===== config.mk =====
export PLATFORM = sky130hd
export DESIGN_NAME = down_timer
export DESIGN_NICKNAME = d
export VERILOG_FILES = /design/src/rtl/down_timer.sv
export SDC_FILE = /design/constraint.sdc
export NUM_CORES = 1
export LEC_CHECK = 0
export BUFFER_PORTS_ARGS = -buffer_cell sky130_fd_sc_hd__buf_2
export CAP_MARGIN = 20
export CORE_ASPECT_RATIO = 1.2
export CORE_MARGIN = 1.5
export CORE_UTILIZATION = 52
export CTS_CLUSTER_DIAMETER = 80
export DETAILED_ROUTE_END_ITERATION = 10
export MAX_ROUTING_LAYER = met4
export PLACE_DENSITY = 0.78
export SYNTH_ARGS = -nofsm -noshare
export SYNTH_HDL_FRONTEND = slang
export SYNTH_SLANG_ARGS = --single-unit

===== constraint.sdc =====
create_clock -name clk -period 2.1 [get_ports clk]
set_clock_uncertainty 0.15 [all_clocks]
set_input_delay 0.21 -clock clk [delete_from_list [all_inputs] [get_ports clk]]
set_output_delay 0.21 -clock clk [all_outputs]
set_load 0.02 [all_outputs]

===== src/rtl/down_timer.sv =====
// rtl/down_timer.sv - loadable down-counter timer with expiry pulse and auto-reload
module down_timer #(
    parameter int WIDTH = 8
) (
    input  logic             clk,
    input  logic             rst,
    input  logic             load_valid,
    output logic             load_ready,
    input  logic [WIDTH-1:0] load_value,
    input  logic             en,
    input  logic             auto_reload,
    input  logic             abort,
    output logic [WIDTH-1:0] count,
    output logic             busy,
    output logic             done
);

    typedef enum logic {
        IDLE = 1'b0,
        RUN  = 1'b1
    } state_t;

    localparam logic [WIDTH-1:0] ONE = WIDTH'(1);

    state_t           state_q;
    state_t           state_d;
    logic [WIDTH-1:0] count_d;
    logic [WIDTH-1:0] reload_q;
    logic [WIDTH-1:0] reload_d;
    logic             done_d;

    // State, count, reload value and done pulse registers with synchronous reset
    always_ff @(posedge clk) begin
        if (rst) begin
            state_q  <= IDLE;
            count    <= '0;
            reload_q <= '0;
            done     <= 1'b0;
        end else begin
            state_q  <= state_d;
            count    <= count_d;
            reload_q <= reload_d;
            done     <= done_d;
        end
    end

    // Next-state and datapath: loads in IDLE, abort > en in RUN, expiry at count 1
    always_comb begin
        state_d  = state_q;
        count_d  = count;
        reload_d = reload_q;
        done_d   = 1'b0;
        unique case (state_q)
            IDLE: begin
                if (load_valid && load_ready) begin
                    reload_d = load_value;
                    if (load_value != '0) begin
                        count_d = load_value;
                        state_d = RUN;
                    end else begin
                        // zero-length timer expires immediately without entering RUN
                        count_d = '0;
                        done_d  = 1'b1;
                    end
                end
            end
            RUN: begin
                if (abort) begin
                    count_d = '0;
                    state_d = IDLE;
                end else if (en) begin
                    if (count > ONE) begin
                        count_d = count - ONE;
                    end else begin
                        // count is never 0 in RUN, so this is the expiry from 1
                        done_d = 1'b1;
                        if (auto_reload) begin
                            count_d = reload_q;
                        end else begin
                            count_d = '0;
                            state_d = IDLE;
                        end
                    end
                end
            end
            default: begin
                state_d = IDLE;
            end
        endcase
    end

    // Status outputs decoded from the current state
    always_comb begin
        busy       = (state_q == RUN);
        load_ready = (state_q == IDLE) && !rst;
    end

endmodule


==> results of run 1 <==
-- layout by cell type (no fill, tap or decap), types with 2 or more instances in the layout --
master,netlist,final
a311oi_1,6,6
dfxtp_1,18,17
or3_1,2,2
xnor2_1,2,2
nand2_1,11,11
ha_1,2,2
nor2_1,14,14
buf_4,0,6
dlygate4sd3_1,0,3
inv_1,4,4
o21ai_0,18,18
a31oi_1,4,4
and3_1,6,6
nor2b_1,2,2
nand3b_1,2,2
nor4_1,2,2
nand2b_1,16,16
clkbuf_4,0,3
a21oi_1,2,2
buf_2,3,24
nor3_1,4,4
-- power breakdown --
group          leakage (nW)  switching, mW  internal, mW  total, mW
Clock                0.0138          0.106        0.0668      0.173
Combinational         0.380          0.146         0.115      0.261
Sequential            0.149         0.0284         0.369      0.398
Total                 0.543          0.280         0.552      0.832
-- cell usage after synthesis, drive strengths merged, types with 3 or more instances --
| master | count | area share |
|---|---|---|
| buf | 3 | 0.015 |
| a31oi | 4 | 0.024 |
| a311oi | 6 | 0.051 |
| nand2 | 11 | 0.040 |
| nand2b | 16 | 0.097 |
| dfxtp | 18 | 0.35 |
| and3 | 6 | 0.036 |
| o21ai | 18 | 0.087 |
| clkbuf | 5 | 0.018 |
| nor3 | 4 | 0.019 |
| nor2 | 14 | 0.051 |
| inv | 4 | 0.015 |
-- registers in the layout (all words and copies together), names as in the netlist --
signal    cells
count         8
busy          1
done          1
reload_q      8
-- final timing paths --
check	from	endpoint	slack, ns	cells past startpoint
max reg2reg	count[1]	count[5]	0.11	5
min reg2reg	reload_q[4]	reload_q[4]	0.33	2
min	load_value[2]	reload_q[2]	0.004	3
max	count[1]	count[5]	0.11	5
-- cell families (layout without fill, tap and decap cells) --
kind of cell               Yosys count  count (layout)  share of synthesized area
DFF                                 18              18                     0.3483
buffers and inverters               12              40                    0.04715
xor gates and xnor gates             2               2                    0.01693
adders and majority gates            2               2                    0.02418
and+or+nand+nor                     64              64                     0.3349
AOI/OAI and AO/OA                   37              37                     0.2285
-- critical path, stage by stage, from the launching register on --
cell and delay (ns):
dfxtp_1 0.36, or4_4 0.58, o21a_1 0.18, or3_1 0.34
a31oi_1 0.20, nor3_1 0.07
-- area by class of cell --
class | instances | share of cell area
Multi-Input combinational cell | 105 | 0.5030
Sequential cell | 18 | 0.2907
Timing Repair Buffer | 33 | 0.1569
Tap cell | 19 | 0.01911
Clock buffer | 3 | 0.01811
Inverter | 4 | 0.01207
-- what timing repair did --
| action | 4_1_cts | 5_1_grt |
|---|---|---|
| hold buffers | 3 | 0 |
| hold endpoints to repair | 3 | 0 |
| resized for setup | 0 | 1 |
| setup endpoints to repair | 0 | 2 |
-- routing by layer --
| layer | GRT usage | vias to the layer above | routed length (µm) |
|---|---|---|---|
| met5 | - | - | 0 |
| met4 | 0.1162 | 0 | 36 |
| met3 | 0.02431 | 4 | 142 |
| met2 | 0.3676 | 37 | 1136 |
| met1 | 0.3471 | 478 | 1120 |
| li1 | - | 537 | - |
-- per-stage QoR --
step,hold WS (ns),setup WS (ns)
5_1_grt,0.01122,0.01504
3_5_place_dp,0.3009,0.1148
4_1_cts,0.004168,0.1052
2_1_floorplan,0.1686,0.1323
3_3_place_gp,0.2870,0.1415
6_report,0.003611,0.1079
==> metrics.txt, run 1 <==
Slew Limit Fails=0; gpl congestion=between 0.8 and 0.9; Worst setup SP type=register; worst skew pair latency=just under 0.3 ns; root buffer cell=clkbuf_4; RSZ-0062 raised after global routing=no; Crit Path Category=register to register; status=finished clean; die area=2268 µm²; clock-pin slew on the worst setup and hold paths=0.10 ns; max cap viols=0; antenna violations before repair=0; Critical Path RT=2.13 ns; Cells after Synth=135; share of cells above drive strength 1=0.2270; post-DR vias/cell=5.802; H-tree depth=1; synth unique cells=31; first-pass GRT wire length=4181 µm; crit share post-route=0.9486; post-synthesis sequential area ratio=0.3482; Finish-stage setup viols=0; Die Y=51.87 µm; initial drt markers=41; Design Area, Final=1244 µm²; row count=17; Multi-input gate area=625.6 µm²; syn_area_per_cell=roughly 7.7 µm²; Main synth FF type=dfxtp_1; Core Footprint=about 1900 µm²; Detailed Routing Iterations Pass 1=4; Post-CTS Setup Bufs=0; GRT Util Overall=0.2509; LEAKAGE=0.5426 nW; die width=43.72 µm; HPWL Detailed=1813 µm; crit path time final=1.992 ns; Slew headroom=0.6281; Initial Utilization=0.5592; Max IR drop VDD=just over 0.0005 V; CP max FO=5; Yosys warning total=0; vias in the first global route=937; Non-Filler Instances=~180; Mapped Area=1035 µm²; Final nets=between 150 and 200; pwr/cell area=roughly 670 nW/µm²; Num CTS Buffers=3; Fmax achieved=502.0 MHz; Mapped Nets=151; GR Overflow Total=0; HP Class=primary input to register; Arr. time, crit path=2.02 ns; CTS tree=built; Layout fillers=between 150 and 200; clock buffer depth=2; vias post-DR=1056; Slew @ Worst Pin=0.5578 ns; critical path endpoint category=register; final core utilization=0.6721; placed cell areas=1190 µm²; final setup TNS=0 ns; #FFs+latches synth=18; Wirelength per Cell=13.38 µm; ys async rst share=0; Power Total=between 800 and 900 µW; antenna-violating nets left=0; Sink Count=18; register area=361.6 µm²; final hold viol count=0; ANT cells=0; I/O Buffers=24; DRC=0; Area growth syn-to-layout=20.19%; EDFF count, synth=0; drt total wl=2436 µm; Ports=25; # placed instances=176; largest net degree at the start of global routing=21
Power figures use the tool's default switching activity.
==> run 2, diff against run 1 <==
--- a/config.mk
+++ b/config.mk
@@ -14,6 +14,7 @@
 export DETAILED_ROUTE_END_ITERATION = 10
 export MAX_ROUTING_LAYER = met4
 export PLACE_DENSITY = 0.78
+export REMOVE_ABC_BUFFERS = 1
 export SYNTH_ARGS = -nofsm -noshare
 export SYNTH_HDL_FRONTEND = slang
 export SYNTH_SLANG_ARGS = --single-unit
==> run 2 against run 1 <==
Against the previous run: core utilization is 0.068 points lower; hold slack got worse by 0.0018 ns; count of clock-buffer cells in the layout did not move; non-clock buffer count stayed put; critical path depth rose by 1; sequential power about the same; die area unchanged; cell area shrank 0.10%; largest power group unchanged.
==> metrics.txt, run 2 (synthesized netlist as in run 1, its figures left out) <==
Sink Count=18; clock share of power=0.207; Multi-input gate area=roughly 630 µm²; crit share post-route=0.9421; status=finished clean; CP max FO=10; path depth of the worst reg2reg path=6; GRT Util Overall=0.2634; drt total wl=2530 µm; share of cells above drive strength 1=0.2454; Crit-path slowest cell=dfxtp_1; I/O Buffers=24; Fmax achieved=a little over 500 MHz; Max IR drop VDD=0.0003875 V; sw frac=0.3411; # placed instances=~180; final hold viol count=0; Slew Limit Fails=0; clock buffer depth=2; Crit Path Category=register to register; LEAKAGE=0.5366 nW; Arr. time, crit path=2.02 ns; Power Total=approximately 840 µW; pwr/cell area=676.2 nW/µm²; Finish-stage setup viols=0; crit path time final=between 1.5 and 2 ns; Int Pwr=553.6 µW; Ports=25; Slew headroom=0.7140; initial drt markers=21; root buffer cell=clkbuf_4; ANT cells=0; Final nets=181; worst skew pair latency=0.29 ns; Layout fillers=168; part of the power in combinational logic=0.318; CP peak stage delay=between 0.3 and 0.4 ns; final core utilization=0.6714; max cap viols=0; GR Overflow Total=0; DRC=0; gpl congestion=roughly 0.93; post-route setup slack=0.1216 ns; Num CTS Buffers=3; Die Y=between 50 and 60 µm; Flop pwr share=0.474; commonest non-fill, non-tap cells in the layout=buf_2, o21ai_0, nand2b_1, dfxtp_1, nor2_1; Slew @ Worst Pin=0.4281 ns; first-pass GRT wire length=4436 µm; H-tree depth=1; RSZ-0062 raised after global routing=no; Worst setup SP type=register; Critical Path RT=2.14 ns; crit-path cells=nor3_1 -> o211a_2 -> buf_4 -> and3_1 -> o21ai_0 -> a311oi_1; Initial Utilization=0.5592; minimum hold slack=0.001808 ns; CTS tree=built; die area=2268 µm²; antenna-violating nets left=0; commonest non-fill, non-tap cell in the layout=buf_2; clock-pin slew on the worst setup and hold paths=around 0.10 ns; pre-CTS setup slack=0.07629 ns; HP Class=primary input to register; register area=362.8 µm²; Non-Filler Instances=182; vias in the first global route=992; row count=17; Detailed Routing Iterations Pass 1=4; critical path endpoint category=register; die width=43.72 µm; antenna violations before repair=0; post-DR vias/cell=5.747; hold depth=3; Psw=286.6 µW; Area growth syn-to-layout=20.07%; vias post-DR=1046; biggest regs=count (8), reload_q (8); Core Footprint=between 1500 and 2000 µm²; largest net degree at the start of global routing=20; Wirelength per Cell=13.90 µm; HPWL Detailed=1870 µm
run 2: cell count changes in the layout (fill, tap and decap cells not counted), sizes merged:
cell / previous run / this run
dlygate4sd3: 3 / 2
buf: 30 / 31
run 2: worst paths after layout:
check | start | end | slack, ns
min | load_value[5] | reload_q[5] | 0.002
max reg2reg | count[5] | count[0] | 0.12
max | count[5] | count[0] | 0.12
min reg2reg | reload_q[0] | reload_q[0] | 0.34
run 2: cell type report:
| type | count | share of cell area |
|---|---|---|
| clock buffer | 3 | 0.01813 |
| inverter | 4 | 0.01208 |
| multi-input combinational | 105 | 0.5035 |
| sequential | 18 | 0.2920 |
| tap | 19 | 0.01913 |
| timing repair buffer | 33 | 0.1551 |
run 2: worst max-delay path, delay by kind of cell, from the launching register on:
| kind | cells | cell delay (ns) |
|---|---|---|
| flip-flops | 1 | 0.39 |
| buffers and inverters | 1 | 0.17 |
| AO/OA/AOI/OAI | 3 | 0.69 |
| AND/OR/NAND/NOR | 2 | 0.48 |
run 2: layer usage:
metal / up-vias / GRT usage / wire length (µm)
li1: 538 / - / -
met1: 469 / 0.3290 / 1179
met2: 33 / 0.4412 / 1213
met3: 6 / 0.02083 / 98
met4: 0 / 0.09596 / 38
met5: - / - / 0
run 2: power groups by stage:
stage	Clock [mW]	Combinational (mW)	Sequential (mW)
final	0.174	0.267	0.399
after detailed placement	0	0.260	0.405
after global placement	0	0.252	0.403
after floorplan	0	0.146	0.421
after global routing	0.191	0.298	0.404
after CTS	0.178	0.264	0.397
run 2: metrics by stage:
| step | cell area [µm²] | TNS (ns) |
|---|---|---|
| 2_1_floorplan | 1001 | -0.0009583 |
| 3_3_place_gp | 1197 | 0 |
| 3_5_place_dp | 1197 | 0 |
| 4_1_cts | 1240 | 0 |
| 5_1_grt | 1242 | 0 |
| 6_report | 1242 | 0 |
run 2: timing repair:
item / 4_1_cts / 5_1_grt
buffers inserted: 0 / 0
hold buffers: 2 / 0
hold endpoints to repair: 2 / 0
resized for setup: 0 / 4
endpoints found under the setup margin: 0 / 6
